**config.mk**
```make
export PLATFORM = sky130hd
export DESIGN_NAME = seq_alu_accum
export DESIGN_NICKNAME = d
export VERILOG_FILES = /design/src/rtl/alu_pkg.sv /design/src/rtl/seq_mult.sv /design/src/rtl/seq_alu_accum.sv
export SDC_FILE = /design/constraint.sdc
export NUM_CORES = 1
export LEC_CHECK = 0
export BUFFER_PORTS_ARGS = -buffer_cell sky130_fd_sc_hd__buf_2
export CAP_MARGIN = 20
export CORE_UTILIZATION = 50
export CTS_BUF_LIST = sky130_fd_sc_hd__clkbuf_4
export DETAILED_ROUTE_END_ITERATION = 8
export GPL_TIMING_DRIVEN = 0
export PLACE_DENSITY = 0.71
export SYNTH_ARGS = -nofsm -noshare
export SYNTH_HDL_FRONTEND = slang
export SYNTH_SLANG_ARGS = --single-unit
```
**constraint.sdc**
```tcl
create_clock -name Clock -period 2.15 [get_ports Clock]
set_input_delay 0.3225 -clock Clock [delete_from_list [all_inputs] [get_ports Clock]]
set_output_delay 0.3225 -clock Clock [all_outputs]
set_load 0.05 [all_outputs]
```
**src/rtl/alu_pkg.sv**
```systemverilog
// Shared types for the sequential ALU/accumulator block.
//   alu_op_e    : 3-bit operation codes accepted on op_code
//   alu_state_e : top-level control state (IDLE accepts ops, BUSY runs MUL)
//   mult_cnt_w  : width of the shift-add step counter for a given operand width
package alu_pkg;

  typedef enum logic [2:0] {
    OP_ADD    = 3'd0,
    OP_SUB    = 3'd1,
    OP_XOROR  = 3'd2,
    OP_ANYNZ  = 3'd3,
    OP_SHL    = 3'd4,
    OP_MUL    = 3'd5,
    OP_ACCADD = 3'd6,
    OP_HOLD   = 3'd7
  } alu_op_e;

  typedef enum logic {
    IDLE = 1'b0,
    BUSY = 1'b1
  } alu_state_e;

  // Counter must hold WIDTH-1 down to 1.
  function automatic int unsigned mult_cnt_w(input int unsigned w);
    return $clog2(w) + 1;
  endfunction

endpackage

```
**src/rtl/seq_mult.sv**
```systemverilog
// Iterative shift-add unsigned multiplier.
// The first partial product is taken on the start edge, the remaining WIDTH-1
// steps run on the following edges, and done pulses for one cycle once the
// product register holds the final result (so a consumer sampling on done
// writes the product exactly WIDTH edges after start).
// Ports:
//   Clock    in   1        posedge clock
//   Reset_b  in   1        synchronous active-low reset, abandons any run
//   start    in   1        load operands and begin
//   a        in   WIDTH    multiplicand
//   b        in   WIDTH    multiplier
//   product  out  2*WIDTH  running / final product
//   done     out  1        one-cycle pulse, product is final
module seq_mult
  import alu_pkg::*;
#(
  parameter int unsigned WIDTH = 4
) (
  input  logic                 Clock,
  input  logic                 Reset_b,
  input  logic                 start,
  input  logic [WIDTH-1:0]     a,
  input  logic [WIDTH-1:0]     b,
  output logic [2*WIDTH-1:0]   product,
  output logic                 done
);

  localparam int unsigned ACC_W = 2 * WIDTH;
  localparam int unsigned CNT_W = mult_cnt_w(WIDTH);

  logic [ACC_W-1:0] mcand;
  logic [WIDTH-1:0] mplier;
  logic [CNT_W-1:0] cnt;
  logic             busy;

  // Shift-add datapath and step counter.
  always_ff @(posedge Clock) begin
    if (!Reset_b) begin
      product <= '0;
      mcand   <= '0;
      mplier  <= '0;
      cnt     <= '0;
      busy    <= 1'b0;
      done    <= 1'b0;
    end else begin
      done <= 1'b0;
      if (start) begin
        product <= b[0] ? ACC_W'(a) : '0;
        mcand   <= ACC_W'(a) << 1;
        mplier  <= b >> 1;
        cnt     <= CNT_W'(WIDTH - 1);
        busy    <= 1'b1;
      end else if (busy) begin
        product <= product + (mplier[0] ? mcand : '0);
        mcand   <= mcand << 1;
        mplier  <= mplier >> 1;
        cnt     <= cnt - CNT_W'(1);
        if (cnt == CNT_W'(1)) begin
          busy <= 1'b0;
          done <= 1'b1;
        end
      end
    end
  end

endmodule

```
**src/rtl/seq_alu_accum.sv**
```systemverilog
// Sequential ALU with a 2*WIDTH-bit accumulator. Operand B is always the low
// half of acc. Single-cycle ops write acc on the accepting edge; MUL hands off
// to seq_mult and writes acc WIDTH edges after acceptance, holding op_ready low
// meanwhile (requests during that window are dropped, not queued).
// Build option: define ALU_SAT_EN to make ADD, SUB and ACCADD saturate instead
// of wrapping.
// Ports:
//   Clock     in   1        posedge clock
//   Reset_b   in   1        synchronous active-low reset, aborts MUL
//   op_valid  in   1        op request
//   op_code   in   3        operation (alu_op_e)
//   a         in   WIDTH    operand A
//   cin       in   1        carry-in for ADD
//   op_ready  out  1        op can be accepted this cycle
//   done      out  1        acc was updated at the preceding edge
//   acc       out  2*WIDTH  accumulator
module seq_alu_accum
  import alu_pkg::*;
#(
  parameter int unsigned WIDTH = 4
) (
  input  logic                 Clock,
  input  logic                 Reset_b,
  input  logic                 op_valid,
  input  logic [2:0]           op_code,
  input  logic [WIDTH-1:0]     a,
  input  logic                 cin,
  output logic                 op_ready,
  output logic                 done,
  output logic [2*WIDTH-1:0]   acc
);

  localparam int unsigned ACC_W = 2 * WIDTH;
  localparam int unsigned SUM_W = WIDTH + 1;
  localparam logic [ACC_W-1:0] ANYNZ_VAL = {1'b1, {(ACC_W-2){1'b0}}, 1'b1};

  alu_state_e       state;
  alu_op_e          op_c;
  logic             accept_c;
  logic             mul_start_c;
  logic [WIDTH-1:0] b_c;
  logic [SUM_W-1:0] sum_c;
  logic [SUM_W-1:0] diff_c;
  logic [WIDTH-1:0] shl_c;
  logic [ACC_W-1:0] alu_result_c;
  logic [ACC_W-1:0] mult_product;
  logic             mult_done;

  assign op_c        = alu_op_e'(op_code);
  assign accept_c    = op_valid & op_ready;
  assign mul_start_c = accept_c & (op_c == OP_MUL);
  assign b_c         = acc[WIDTH-1:0];

  // Shared arithmetic; diff_c[WIDTH] is the borrow.
  assign sum_c  = SUM_W'(a) + SUM_W'(b_c) + SUM_W'(cin);
  assign diff_c = SUM_W'(a) - SUM_W'(b_c);
  assign shl_c  = (32'(a) >= WIDTH) ? '0 : (b_c << a);

`ifdef ALU_SAT_EN
  logic [ACC_W:0] acc_sum_c;
  assign acc_sum_c = (ACC_W+1)'(acc) + (ACC_W+1)'(a);
`else
  logic [ACC_W-1:0] acc_sum_c;
  assign acc_sum_c = acc + ACC_W'(a);
`endif

  // Result of the single-cycle ops; MUL and HOLD leave acc as is.
  always_comb begin
    alu_result_c = acc;
    case (op_c)
`ifdef ALU_SAT_EN
      OP_ADD:    alu_result_c = sum_c[WIDTH] ? ACC_W'({WIDTH{1'b1}}) : ACC_W'(sum_c);
      OP_SUB:    alu_result_c = diff_c[WIDTH] ? '0 : ACC_W'(diff_c[WIDTH-1:0]);
      OP_ACCADD: alu_result_c = acc_sum_c[ACC_W] ? '1 : acc_sum_c[ACC_W-1:0];
`else
      OP_ADD:    alu_result_c = ACC_W'(sum_c);
      OP_SUB:    alu_result_c = ACC_W'(diff_c);
      OP_ACCADD: alu_result_c = acc_sum_c;
`endif
      OP_XOROR:  alu_result_c = {a ^ b_c, a | b_c};
      OP_ANYNZ:  alu_result_c = (|{a, b_c}) ? ANYNZ_VAL : '0;
      OP_SHL:    alu_result_c = {a, shl_c};
      default:   alu_result_c = acc;
    endcase
  end

  seq_mult #(
    .WIDTH (WIDTH)
  ) u_mult (
    .Clock   (Clock),
    .Reset_b (Reset_b),
    .start   (mul_start_c),
    .a       (a),
    .b       (b_c),
    .product (mult_product),
    .done    (mult_done)
  );

  // Control FSM and accumulator register.
  always_ff @(posedge Clock) begin
    if (!Reset_b) begin
      state    <= IDLE;
      op_ready <= 1'b1;
      done     <= 1'b0;
      acc      <= '0;
    end else begin
      done <= 1'b0;
      case (state)
        IDLE: begin
          if (accept_c) begin
            if (op_c == OP_MUL) begin
              state    <= BUSY;
              op_ready <= 1'b0;
            end else begin
              acc  <= alu_result_c;
              done <= 1'b1;
            end
          end
        end
        BUSY: begin
          if (mult_done) begin
            acc      <= mult_product;
            done     <= 1'b1;
            state    <= IDLE;
            op_ready <= 1'b1;
          end
        end
        default: begin
          state    <= IDLE;
          op_ready <= 1'b1;
        end
      endcase
    end
  end

endmodule

```
==> impl_metrics.py <==
metrics = {
    "run_status": {
        "outcome": "finished, violations left",
        "violations": "setup timing",
    },
    "clock_tree": {
        "clock_sinks": 34,
        "root_buffer": "clkbuf_4",
        "cts_tree": "yes",
        "clkTransAtPathRegs_ps": 100,
        "numCtsBuffers": 5,
        "cts.path.max_buffers": 2,
        "clkLatencyLatePin_ps": 340,
        "htreeDepth": 2,
    },
    "finish": {
        "nets": 404,
        "area_delta_synth_final_pct": 15.3,
        "drive_above_1_share_pct": 18.0,
        "finalInstanceArea_um2": 3080,
        "n_antenna_cell": 0,
        "fin_util_pct": 60.0,
    },
    "worst_setup_path": {
        "arrival_ps": 2430,
        "crit_type": "reg2reg",
        "startpoint": "acc[0]$_SDFFE_PN0P_",
        "r2r_slack_ps": -50,
        "start_kind": "register",
        "worstReg2RegStart": "acc[0]$_SDFFE_PN0P_",
        "endpoint_kind": "register",
        "crit_end": "acc[4]$_SDFFE_PN0P_",
        "cp.required_ps": 2380,
        "r2r-end": "acc[4]$_SDFFE_PN0P_",
        "r2r_cells": 8,
        "cp_max_fo": 3,
    },
    "die": {
        "rows": 26,
        "start_util_pct": 52.0,
        "io_pins": 21,
        "fp.dieArea_um2": 5640,
        "die_x_um": 75.1,
        "core-area_um2": 5140,
        "die_y_um": 75.1,
    },
    "placement": {
        "dp_hpwl_um": 5170,
        "port_buffers": 19,
        "placed_area_um2": 2860,
        "place_congestion": 0.950,
    },
    "sta": {
        "finalSetupTns_ps": -95.0,
        "fin_ws_ps": -48.2,
        "finalCritPeriodShare_pct": 102,
        "post-route-min-period_ps": 2200,
        "maxSlewHeadroom_pct": 52.6,
        "fmax_mhz": 455,
        "worstMarginPinSlew_ps": 704,
        "hold_viol": 0,
        "setup_viol": 3,
        "slew_viol_final": 0,
        "rsz0062_at_grt": "yes",
        "whs_ps": 290,
        "clock_skew_ps": 10.3,
    },
    "power": {
        "combPwrFrac_pct": 29.5,
        "p_leak_nw": 1.24,
        "p_switching_mw": 0.533,
        "powerDensity_nw_per_um2": 522,
        "seqPwrFrac_pct": 42.6,
        "switching_share_pct": 33.1,
        "peakVddDrop_mv": 0.256,
        "p_int_mw": 1.08,
        "clockPowerShare_pct": 27.9,
    },
    "drt": {
        "drtIter0Drc": 108,
        "drc": 0,
        "wl_per_cell_um": 15.7,
        "firstDrtPassIters": 5,
        "routed_via_density": 5.76,
        "vias": 2519,
        "drt_wl_total_um": 6870,
        "ant_nets": 0,
    },
    "synth": {
        "syn_avg_cell_area_um2": 8.08,
        "yosysSeqAreaShare_pct": 25.5,
        "synth_ff_type": "dfxtp_1",
        "syn_area_um2": 2670,
        "syn-num-nets": 368,
        "synth.distinct_cells": 57,
        "async_reset_ff_share_pct": 0,
        "ys_warn_count": 0,
        "synth-seq-cells": 34,
        "synth_cells": 331,
        "synth-edff-count": 0,
    },
    "grt": {
        "grt_usage_pct": 26.6,
        "grt_overflow": 0,
        "grt_pass1_vias": 2342,
        "grt_max_degree": 11,
        "grt_pass1_wl_um": 11200,
        "antenna_found_initial": 0,
    },
    "hold_path": {
        "min_path_type": "in2reg",
    },
    "flow_run": {
        "cap_violations": 0,
    },
}
-- final cells by class --
cell class	count	area (um2)
Buffer	20	121
Clock buffer	5	37.5
Clock inverter	2	33.8
Fill cell	508	2060
Inverter	21	83.8
Multi-Input combinational cell	255	1850
Sequential cell	34	696
Tap cell	70	87.6
Timing Repair Buffer	30	178
-- sequential cells by signal, indices dropped and copies added, names as in the netlist, 3 cells and up --
register and flops:
acc 8, u_mult.product 8, u_mult.mcand 7, u_mult.cnt 3, u_mult.mplier 3
-- logic make-up (layout without fill, tap and decap cells) --
kind of cell | after synthesis | count (layout) | synth area share [%]
xor gates and xnor gates | 9 | 9 | 2.95
DFF | 34 | 34 | 25.5
AOI/OAI and AO/OA | 103 | 103 | 24.9
and+or+nand+nor | 101 | 101 | 20.1
muxes | 16 | 16 | 5.99
buffers and inverters | 42 | 78 | 6.97
adders and majority gates | 26 | 26 | 13.6
-- cells in the final DEF (no fill, tap or decap), drive strengths merged, types with 5 or more instances in the layout --
cell type	netlist	final
mux2i	16	16
o211ai	5	5
clkbuf	14	17
fa	5	5
inv	21	21
nor2	24	24
dfxtp	34	34
a211oi	12	12
and2	9	9
ha	21	21
nand2	27	27
xnor2	6	6
a21oi	33	33
o21ai	18	18
nor3	6	6
buf	7	38
-- worst min path at each step --
| stage | startpoint | to | slack, ps | cells after the start |
|---|---|---|---|---|
| 6_report | Reset_b | op_ready$_SDFFE_PN1P_ | 290 | 2 |
| 5_1_grt | Reset_b | op_ready$_SDFFE_PN1P_ | 290 | 2 |
| 4_1_cts | Reset_b | op_ready$_SDFFE_PN1P_ | 270 | 2 |
| 3_5_place_dp | u_mult.cnt[2]$_SDFFE_PP0P_ | u_mult.done$_SDFF_PP0_ | 460 | 1 |
| 3_3_place_gp | u_mult.product[0]$_SDFFE_PN0P_ | u_mult.product[0]$_SDFFE_PN0P_ | 470 | 2 |
| 2_1_floorplan | Reset_b | op_ready$_SDFFE_PN1P_ | 400 | 1 |
-- power groups by stage --
stage / logic, mW / registers, mW / clock network (mW)
2_1_floorplan: 0.268 / 0.743 / 0
3_3_place_gp: 0.418 / 0.701 / 0
3_5_place_dp: 0.423 / 0.702 / 0
4_1_cts: 0.430 / 0.687 / 0.460
5_1_grt: 0.522 / 0.689 / 0.486
6_report: 0.475 / 0.685 / 0.450
-- worst max-delay path, cell delays in order, from the launching register on --
cell,delay (ps)
dfxtp_4,370
buf_4,140
ha_1,240
fa_1,450
a21o_1,180
a21oi_1,260
xnor2_1,160
o211ai_1,90
a22o_1,210
-- cells in the mapped netlist (all sizes together), types with 5 or more instances --
cell type	instances	area [um2]
inv	21	78.8
and2	9	56.3
buf	7	55.0
ha	21	263
a211oi	12	95.1
xnor2	6	52.6
a21oi	33	165
o21ai	18	90.1
fa	5	100
clkbuf	14	52.6
dfxtp	34	681
nand2	27	111
nor3	6	40.0
nor2	24	90.1
o211ai	5	37.5
mux2i	16	160
-- per-stage QoR --
| stage | power, mW | cells | setup WS [ps] |
|---|---|---|---|
| floorplan | 1.01 | 331 | -149 |
| global route | 1.70 | 437 | -129 |
| global placement | 1.12 | 420 | -457 |
| CTS | 1.58 | 426 | -20.6 |
| detailed placement | 1.12 | 420 | -475 |
| finish | 1.61 | 437 | -48.2 |
-- repair_timing --
action,CTS,global route
endpoints found under the setup margin,3,7
resized for setup,10,13
pin swaps,2,10
hold buffers,0,0
buffers inserted,0,11
-- per-layer routing --
metal	part of all wire [%]	routed length, um	global-route usage, %	vias up
met5	0	0	0	-
met4	1.5	105	6.29	0
met3	4.0	278	5.62	12
met2	48	3330	46.7	64
met1	46	3160	33.4	1183
li1	-	-	-	1260
Power figures use the tool's default switching activity.
